<file path="config.mk">
export PLATFORM = sky130hd
export DESIGN_NAME = reg_access_arbiter
export DESIGN_NICKNAME = d
export VERILOG_FILES = /design/src/rtl/adxl_reg_pkg.sv /design/src/rtl/sample_shadow_buf.sv /design/src/rtl/reg_access_arbiter.sv
export SDC_FILE = /design/constraint.sdc
export NUM_CORES = 1
export LEC_CHECK = 0
export CAP_MARGIN = 20
export CELL_PAD_IN_SITES_DETAIL_PLACEMENT = 1
export CELL_PAD_IN_SITES_GLOBAL_PLACEMENT = 2
export CORE_UTILIZATION = 39
export DETAILED_ROUTE_END_ITERATION = 6
export PLACE_DENSITY_LB_ADDON = 0.05
export SYNTH_ARGS = -nofsm -noshare
export SYNTH_HDL_FRONTEND = slang
export SYNTH_HIERARCHICAL = 1
export SYNTH_SLANG_ARGS = --single-unit
</file>
<file path="constraint.sdc">
create_clock -name mems_clk -period 5.8 [get_ports mems_clk]
set_clock_uncertainty 0.15 [all_clocks]
set_input_delay 0.87 -clock mems_clk [delete_from_list [all_inputs] [get_ports mems_clk]]
set_output_delay 0.87 -clock mems_clk [all_outputs]
set_load 0.1 [all_outputs]
</file>
<file path="src/rtl/adxl_reg_pkg.sv">
// Shared constants and FSM state encoding for the register-bank access arbiter.
package adxl_reg_pkg;

    localparam int unsigned ADDR_W       = 7;
    localparam int unsigned SAMPLE_W     = 72;
    localparam int unsigned SAMPLE_BYTES = SAMPLE_W / 8;

    localparam logic [ADDR_W-1:0] DATA_BASE = 7'h08;
    localparam logic [ADDR_W-1:0] FIFO_ADDR = 7'h11;

    typedef enum logic [2:0] {
        ST_IDLE,
        ST_SPI_RD,
        ST_RD_WAIT,
        ST_SPI_WR,
        ST_UPD
    } arb_state_e;

endpackage

</file>
<file path="src/rtl/sample_shadow_buf.sv">
// Holds the newest XYZ sample until the arbiter copies it into the bank, and
// flags samples that are overwritten before they were ever written.
module sample_shadow_buf
    import adxl_reg_pkg::*;
(
    input  logic                clk_i,
    input  logic                rst_n_i,
    input  logic                sample_valid_i,
    input  logic [SAMPLE_W-1:0] sample_data_i,
    input  logic                upd_start_i,
    input  logic [3:0]          byte_sel_i,
    output logic                pending_o,
    output logic                sample_drop_o,
    output logic [7:0]          byte_o
);

    logic [SAMPLE_W-1:0] buf_q, buf_d;
    logic [SAMPLE_W-1:0] act_q, act_d;
    logic                pend_q, pend_d;
    logic                drop_q, drop_d;

    // The update streams from a private copy taken at start, so pending can
    // drop at start instead of at the end: a sample arriving mid-update then
    // simply becomes the next pending one and is never counted as dropped.
    always_comb begin
        buf_d  = sample_valid_i ? sample_data_i : buf_q;
        act_d  = upd_start_i ? buf_q : act_q;
        pend_d = sample_valid_i | (pend_q & ~upd_start_i);
        drop_d = sample_valid_i & pend_q & ~upd_start_i;
    end

    always_ff @(posedge clk_i or negedge rst_n_i) begin
        if (!rst_n_i) begin
            buf_q  <= '0;
            act_q  <= '0;
            pend_q <= 1'b0;
            drop_q <= 1'b0;
        end else begin
            buf_q  <= buf_d;
            act_q  <= act_d;
            pend_q <= pend_d;
            drop_q <= drop_d;
        end
    end

    always_comb begin
        byte_o = '0;
        for (int unsigned k = 0; k < SAMPLE_BYTES; k++) begin
            if (byte_sel_i == 4'(k)) begin
                byte_o = act_q[SAMPLE_W-1-8*k -: 8];
            end
        end
    end

    assign pending_o     = pend_q;
    assign sample_drop_o = drop_q;

endmodule

</file>
<file path="src/rtl/reg_access_arbiter.sv">
// Arbitrates the single-port 128x8 register bank between SPI burst accesses
// (priority) and 9-byte sample updates deferred until chip select is released.
module reg_access_arbiter
    import adxl_reg_pkg::*;
(
    input  logic                mems_clk,
    input  logic                rst_n,
    input  logic                cs_n,
    input  logic [ADDR_W-1:0]   spi_wr_rd_addr,
    input  logic                spi_rd_addr_valid,
    input  logic [7:0]          spi_wr_data,
    input  logic                spi_wr_data_valid,
    output logic                reg_spi_rd_valid,
    output logic [7:0]          reg_spi_rd_data,
    input  logic                sample_valid,
    input  logic [SAMPLE_W-1:0] sample_data,
    output logic                sample_drop,
    output logic                fifo_pop,
    output logic                bank_en,
    output logic                bank_we,
    output logic [ADDR_W-1:0]   bank_addr,
    output logic [7:0]          bank_wdata,
    input  logic [7:0]          bank_rdata
);

    arb_state_e        state_q, state_d;
    logic              rd_vld_q, wr_vld_q;
    logic              rd_queued_q, rd_queued_d;
    logic              wr_queued_q, wr_queued_d;
    logic              first_q, first_d;
    logic [ADDR_W-1:0] ptr_q, ptr_d;
    logic [ADDR_W-1:0] acc_q, acc_d;
    logic [3:0]        cnt_q, cnt_d;
    logic              rd_valid_q, rd_valid_d;
    logic [7:0]        rd_data_q, rd_data_d;

    logic              rd_edge, wr_edge, rd_pend, wr_pend;
    logic              rd_serve, wr_serve, upd_start;
    logic [ADDR_W-1:0] acc_addr;
    logic              pending;
    logic [7:0]        upd_byte;

    sample_shadow_buf u_shadow (
        .clk_i          (mems_clk),
        .rst_n_i        (rst_n),
        .sample_valid_i (sample_valid),
        .sample_data_i  (sample_data),
        .upd_start_i    (upd_start),
        .byte_sel_i     (cnt_q),
        .pending_o      (pending),
        .sample_drop_o  (sample_drop),
        .byte_o         (upd_byte)
    );

    always_comb begin
        rd_edge  = spi_rd_addr_valid & ~rd_vld_q;
        wr_edge  = spi_wr_data_valid & ~wr_vld_q;
        // Requests only live while the SPI frame is open; releasing cs_n drops them.
        rd_pend  = ~cs_n & (rd_edge | rd_queued_q);
        wr_pend  = ~cs_n & (wr_edge | wr_queued_q);
        acc_addr = first_q ? spi_wr_rd_addr : ptr_q;

        state_d    = state_q;
        rd_serve   = 1'b0;
        wr_serve   = 1'b0;
        upd_start  = 1'b0;
        ptr_d      = ptr_q;
        first_d    = first_q;
        acc_d      = acc_q;
        cnt_d      = cnt_q;
        rd_valid_d = 1'b0;
        rd_data_d  = rd_data_q;
        bank_en    = 1'b0;
        bank_we    = 1'b0;
        bank_addr  = '0;
        bank_wdata = '0;

        case (state_q)
            ST_IDLE: begin
                if (rd_pend) begin
                    rd_serve = 1'b1;
                    state_d  = ST_SPI_RD;
                end else if (wr_pend) begin
                    wr_serve = 1'b1;
                    state_d  = ST_SPI_WR;
                end else if (pending && cs_n) begin
                    upd_start = 1'b1;
                    cnt_d     = '0;
                    state_d   = ST_UPD;
                end
            end
            ST_SPI_RD: begin
                bank_en   = 1'b1;
                bank_addr = acc_q;
                state_d   = ST_RD_WAIT;
            end
            ST_RD_WAIT: begin
                rd_valid_d = 1'b1;
                rd_data_d  = bank_rdata;
                state_d    = ST_IDLE;
            end
            ST_SPI_WR: begin
                bank_en    = 1'b1;
                bank_we    = 1'b1;
                bank_addr  = acc_q;
                bank_wdata = spi_wr_data;
                state_d    = ST_IDLE;
            end
            ST_UPD: begin
                bank_en    = 1'b1;
                bank_we    = 1'b1;
                bank_addr  = DATA_BASE + {{(ADDR_W-4){1'b0}}, cnt_q};
                bank_wdata = upd_byte;
                if (cnt_q == 4'(SAMPLE_BYTES - 1)) begin
                    cnt_d   = '0;
                    state_d = ST_IDLE;
                end else begin
                    cnt_d = cnt_q + 4'd1;
                end
            end
            default: state_d = ST_IDLE;
        endcase

        if (rd_serve || wr_serve) begin
            acc_d   = acc_addr;
            ptr_d   = (acc_addr == FIFO_ADDR) ? acc_addr : acc_addr + 7'd1;
            first_d = 1'b0;
        end
        if (cs_n) begin
            first_d = 1'b1;
        end

        rd_queued_d = rd_pend & ~rd_serve;
        wr_queued_d = wr_pend & ~wr_serve;

        fifo_pop = bank_en & ~bank_we & (bank_addr == FIFO_ADDR);
    end

    always_ff @(posedge mems_clk or negedge rst_n) begin
        if (!rst_n) begin
            state_q     <= ST_IDLE;
            rd_vld_q    <= 1'b0;
            wr_vld_q    <= 1'b0;
            rd_queued_q <= 1'b0;
            wr_queued_q <= 1'b0;
            first_q     <= 1'b1;
            ptr_q       <= '0;
            acc_q       <= '0;
            cnt_q       <= '0;
            rd_valid_q  <= 1'b0;
            rd_data_q   <= '0;
        end else begin
            state_q     <= state_d;
            rd_vld_q    <= spi_rd_addr_valid;
            wr_vld_q    <= spi_wr_data_valid;
            rd_queued_q <= rd_queued_d;
            wr_queued_q <= wr_queued_d;
            first_q     <= first_d;
            ptr_q       <= ptr_d;
            acc_q       <= acc_d;
            cnt_q       <= cnt_d;
            rd_valid_q  <= rd_valid_d;
            rd_data_q   <= rd_data_d;
        end
    end

    assign reg_spi_rd_valid = rd_valid_q;
    assign reg_spi_rd_data  = rd_data_q;

endmodule

</file>
==> run metrics, run 1 <==
vias per cell 5.23; postcts setup bufs 0; worst endpoint required time 4.78 ns; Post-synth EDFFs 0; H-tree Lvls 4; crit path capture type output pin; GR Overflow Total 0; final WL 19700 um; run status finished clean; IO buf count 128; Ant. Diodes 0; Critical Path AT 3.92 ns; min Tclk post-route 4.94 ns; Peak Freq 0.202 GHz; register area share after synthesis 55.9%; worst skew pair latency 0.42 ns; CP Class reg2out; worst slew pin tran 0.985 ns; initial DRC count 217; leading area contributor after synthesis dfrtp_1; initial antenna violation count 0; residual DRC count 0; share of cells above drive strength 1 27.2%; Die Wd 146 um; hold_buf cts 0; peak supply drop 0.232 mV; RSZ-0062 raised after global routing no; Ys Warns 6; max-cap viol count 0; first-pass GRT wire length 32900 um; crit share post-route 85.1%; Area growth, synth to finish 26.4%; Slew HR 34.1%; DR WL/cell 18.8 um; Die ar. 0.0214 mm2; Inserted Clock Buffers 17; syn avg cell area 12.5 um2; synthesized instance count 649; syn_nets 754; Synth Flop Type dfrtp_1; synthesized cell area 0.00811 mm2; crit path launch type flop; clk sinks 181; worst-case reg-to-reg path depth 6; Post-DP Area 0.00958 mm2; top cells by count, synth dfrtp_1 (180), mux2_2 (146), o21ai_0 (41), nand2_1 (37), a21oi_1 (29); Async SR Flop Fraction 100%; non-filler instance count after layout 1047; Reg-to-Reg End cnt_q[3]; synth unique cells 52; DPL Wire Length 14100 um; RR Startpoint state_q[2]; final hold slack 0.345 ns; post-synth top area share 55.6%; Fill cells 2083; largest net degree at the start of global routing 96; iteration count of the initial detailed-routing pass 4; Rows 52; # setup viols final 0; dpl cells 1015; IO Pins 129; Clock Tree Root clkbuf_16; CTS tree done; setup TNS 0 ns; Seq cells post-synth 181; power density cells 515 mW/mm2; Setup crit end bank_wdata[4]; top-count cell post-synth dfrtp_1; final hold viol count 0; Die Y 146 um; R2R setup slack 2.77 ns; clk buf depth 2; RePlAce Congestion 0.827; gr usage total 19.7%; Slew Viols, Final 0; final net count 870; Post-DRT Antenna Nets 0; Final Cell Area 0.0102 mm2; top post-synthesis cells by area dfrtp_1 (56%), mux2_2 (20%), o21ai_0 (2.5%), a21oi_1 (1.8%), nand2_1 (1.7%); Worst Hold Class reg2reg; core area 0.0203 mm2; post-cts resize count 0; Reg clk slew, reported paths 0.07 ns; vias in the first global route 6089; routed vias 5473; leakage 4.21 nW; Setup crit start cnt_q[0]; critical-path maximum fanout 26; initial core utilization 39.9%
metrics by stage:
stage	setup slack [ns]	power (mW)	utilization [%]
after floorplan	0.182	3.43	-
after global placement	1.46	3.98	47.2
after detailed placement	1.34	4.04	47.2
after CTS	0.862	5.32	50.4
after global routing	0.688	5.56	50.5
final	0.862	5.28	50.5
where the power goes:
group / leakage (nW) / internal (mW) / total (mW) / switching (mW)
Sequential: 2.15 / 1.67 / 2.00 / 0.330
Clock: 0.317 / 0.753 / 1.26 / 0.504
Combinational: 1.74 / 0.795 / 2.02 / 1.22
Total: 4.21 / 3.22 / 5.28 / 2.06
critical path, cell delays in order (launching register included):
cell	delay (ns)
dfrtp_1	0.66
buf_4	0.37
nor4b_4	0.49
a32o_2	0.20
a311oi_1	0.05
o31ai_1	0.38
a22o_1	0.22
clkdlybuf4s50_1	1.13
cells in the final DEF, fill, tap and decap left out, types with 3 or more instances in the layout:
cell and count:
dfrtp_1 180, mux2_2 146, clkdlybuf4s50_1 123, o21ai_0 41
nand2_1 37, a21oi_1 29, nor2_1 24, inv_1 17
clkbuf_16 17, o22ai_1 11, nor2b_1 9, a22o_1 9
nand3b_1 9, buf_4 9, nor3b_1 7, or2_2 6
mux2i_1 5, nor3_1 5, nand3_1 5, inv_6 5
a211oi_1 5, nor4_1 4, and2_1 4, nand4_1 4
o31ai_1 4, ha_1 4, bufinv_16 4, and2_2 3
xnor2_1 3
per-layer routing:
layer	share of wire [%]	GRT usage, %
met5	0	0
met4	1.5	5.83
met3	3.2	3.56
met2	48	31.6
met1	48	27.1
final cells by class:
type | count | area, um2 | share of cell area (%)
Multi-Input combinational cell | 412 | 3310 | 32.3
Clock inverter | 12 | 189 | 1.84
Tap cell | 270 | 338 | 3.30
Inverter | 17 | 63.8 | 0.623
Timing Repair Buffer | 136 | 1360 | 13.3
Sequential cell | 181 | 4530 | 44.2
Clock buffer | 19 | 453 | 4.42
registers in the layout, indices dropped and copies added, names as in the netlist:
signal,cells
reg_spi_rd_valid,1
u_shadow/sample_drop_o,1
rd_vld_q,1
ptr_q,7
acc_q,7
reg_spi_rd_data,8
rd_queued_q,1
wr_vld_q,1
u_shadow/pending_o,1
wr_queued_q,1
u_shadow/buf_q,72
u_shadow/act_q,72
state_q,3
first_q,1
cnt_q,4
how the worst min path moves through the flow:
stage                                   from                  to  slack, ns  depth (start not counted)
after global placement              acc_q[3]            acc_q[3]       0.32                          2
final                               acc_q[4]            acc_q[4]       0.35                          2
after CTS                           acc_q[1]            acc_q[1]       0.35                          2
after global routing      u_shadow/buf_q[43]  u_shadow/buf_q[43]       0.37                          1
after floorplan           u_shadow/buf_q[51]  u_shadow/act_q[51]       0.30                          2
after detailed placement            acc_q[1]            acc_q[1]       0.33                          2
logic make-up (layout without fill, tap and decap cells):
kind of cell,Yosys count,count (layout),synth area share [%]
DFF,181,181,55.9
muxes,152,152,21.2
and+or+nand+nor,131,131,9.12
AOI/OAI and AO/OA,120,120,9.29
buffers and inverters,56,184,3.35
xor gates and xnor gates,5,5,0.540
adders and majority gates,4,4,0.617
Power figures use the tool's default switching activity.
==> run 2, diff against run 1 <==
--- a/config.mk
+++ b/config.mk
@@ -9,6 +9,7 @@
 export CELL_PAD_IN_SITES_DETAIL_PLACEMENT = 1
 export CELL_PAD_IN_SITES_GLOBAL_PLACEMENT = 2
 export CORE_UTILIZATION = 39
+export CTS_CLUSTER_DIAMETER = 30
 export DETAILED_ROUTE_END_ITERATION = 6
 export PLACE_DENSITY_LB_ADDON = 0.05
 export SYNTH_ARGS = -nofsm -noshare
==> results of run 2 <==
Same layout as run 1: the final DEF is identical, and so are final timing and power.
==> run 3, diff against run 2 <==
--- a/config.mk
+++ b/config.mk
@@ -11,6 +11,7 @@
 export CORE_UTILIZATION = 39
 export CTS_CLUSTER_DIAMETER = 30
 export DETAILED_ROUTE_END_ITERATION = 6
+export GPL_TIMING_DRIVEN = 0
 export PLACE_DENSITY_LB_ADDON = 0.05
 export SYNTH_ARGS = -nofsm -noshare
 export SYNTH_HDL_FRONTEND = slang
==> run metrics, run 3 (synthesized netlist as in run 1, its figures left out) <==
postcts setup bufs 0 (unchanged); commonest non-fill, non-tap cell in the layout dfrtp_1; Reg-to-Reg End ptr_q[1]; # setup viols final 0 (unchanged); leakage 4.26 nW (+1.1%); final hold viol count 0 (unchanged); Inserted Clock Buffers 17 (unchanged); pre-CTS setup slack 1.66 ns (+0.329 ns); run status finished clean; RSZ-0062 raised after global routing no; Fill cells 2148 (+3.1%); Die ar. 0.0214 mm2 (unchanged); RePlAce Congestion 0.784 (-5.1%); crit share post-route 81.0% (-4.1 points); H-tree Lvls 4 (unchanged); IO buf count 127 (-0.78%); final worst-path setup slack 1.10 ns (+0.238 ns); largest net degree at the start of global routing 110 (+15%); Worst Hold Class in2async; RR Startpoint first_q; gr usage total 20.6% (+0.92 points); vias per cell 5.21 (-0.29%); Ant. Diodes 0 (unchanged); R2R setup slack 3.03 ns (+0.26 ns); Psw 2.08 mW (+1.3%); CP Class reg2out; final hold slack 0.230 ns (-0.115 ns); initial antenna violation count 0 (unchanged); final net count 901 (+3.6%); worst-case reg-to-reg path depth 7 (+1); worst slew pin tran 0.993 ns (+0.00760 ns); Final Cell Area 0.0103 mm2 (+0.76%); initial core utilization 39.9% (unchanged); final WL 20600 um (+4.4%); initial DRC count 221 (+1.8%); iteration count of the initial detailed-routing pass 4 (unchanged); Clock Tree Root clkbuf_16; DR WL/cell 19.1 um (+1.3%); most frequent cells in the layout dfrtp_1 (180), mux2_2 (146), clkdlybuf4s50_1 (126); worst skew pair latency 0.44 ns (+0.02 ns); power density cells 505 mW/mm2 (-1.9%); CTS tree done; vias in the first global route 6223 (+2.2%); Die Y 146 um (unchanged); Int Power 3.14 mW (-2.7%); clock share of power 22.0% (-1.8 points); Slew HR 33.6% (-0.51 points); Reg clk slew, reported paths 0.06 ns (about the same); core area 0.0203 mm2 (unchanged); part of the power in combinational logic 40.7% (+2.5 points); clk sinks 181 (unchanged); post-cts resize count 0 (unchanged); min Tclk post-route 4.70 ns (-0.238 ns); crit path capture type output pin; Die Wd 146 um (unchanged); critical-path maximum fanout 10 (-62%); residual DRC count 0 (unchanged); Sw Ratio 39.9% (+0.95 points); Slew Viols, Final 0 (unchanged); first-pass GRT wire length 33900 um (+2.8%); Seq pwr share 37.3% (-0.7 points); clk buf depth 2 (unchanged); Peak Freq 0.213 GHz (+5.1%); GR Overflow Total 0 (unchanged); Setup crit start cnt_q[0]; IO Pins 129 (unchanged); peak supply drop 0.221 mV (-4.6%); share of cells above drive strength 1 27.4% (+0.29 points); Rows 52 (unchanged); hold_buf cts 0 (unchanged); max-cap viol count 0 (unchanged); Post-DP Area 0.00975 mm2 (+1.8%); Critical Path AT 3.68 ns (-0.24 ns); DPL Wire Length 15100 um (+7.2%); Setup crit end bank_wdata[6]; worst endpoint required time 4.78 ns (about the same); routed vias 5624 (+2.8%); Area growth, synth to finish 27.4%; crit path launch type flop; setup TNS 0 ns (unchanged); Power Total 5.22 mW (-1.1%); Post-DRT Antenna Nets 0 (unchanged)
## run 3: changes by cell type in the layout (fill, tap and decap cells not counted), moves of 2 or more
cell,previous run,this run
buf_6,1,4
clkbuf_8,2,0
buf_4,9,2
bufinv_16,4,2
clkbuf_1,0,16
buf_2,1,19
clkinv_4,1,3
clkinvlp_4,0,2
clkdlybuf4s50_1,123,126
## run 3: layer usage
layer | up-vias | global-route usage [%] | share of wire [%]
li1 | 2618 | - | -
met5 | - | 0 | 0
met3 | 20 | 4.00 | 3.5
met1 | 2874 | 28.0 | 47
met2 | 112 | 33.8 | 48
met4 | 0 | 4.95 | 1.2
## run 3: worst min path at each step
stage	slack, ns	cells after the start	to	start
6_report	0.23	1	u_shadow/buf_q[13]	rst_n
3_5_place_dp	0.33	2	acc_q[0]	acc_q[0]
5_1_grt	0.27	1	u_shadow/buf_q[13]	rst_n
4_1_cts	0.27	1	u_shadow/buf_q[13]	rst_n
2_1_floorplan	0.30	2	u_shadow/act_q[51]	u_shadow/buf_q[51]
3_3_place_gp	0.32	2	acc_q[3]	acc_q[3]
## run 3: through the flow
stage	cells	utilization, %
after floorplan	649	-
after global placement	1046	47.9
after detailed placement	1047	48.0
after CTS	1079	50.9
after global routing	1079	50.9
final	1079	50.9
## run 3: power groups by stage
stage	clock [mW]	combinational (mW)	sequential [mW]
6_report	1.15	2.12	1.94
5_1_grt	1.22	2.28	2.00
4_1_cts	1.18	2.14	1.95
3_5_place_dp	0	2.13	1.97
3_3_place_gp	0	2.07	1.96
2_1_floorplan	0	1.33	2.10
## run 3: critical path, stage by stage, from the launching register on
cell             delay (ns)
dfrtp_1                0.47
buf_6                  0.19
buf_6                  0.16
buf_4                  0.18
nand3b_1               0.12
o21ai_0                0.14
a211oi_1               0.58
o22ai_1                0.21
a22o_1                 0.23
clkdlybuf4s50_1        0.96
## run 3: area by class of cell
class | instances | area [um2] | share of cell area (%)
plain buffers | 39 | 208 | 2.01
clock buffers | 19 | 433 | 4.19
clock inverters | 13 | 146 | 1.42
inverters | 17 | 63.8 | 0.618
multi-input cells | 412 | 3300 | 32.0
flip-flops and latches | 181 | 4530 | 43.9
well taps | 270 | 338 | 3.27
repair buffers | 128 | 1300 | 12.6
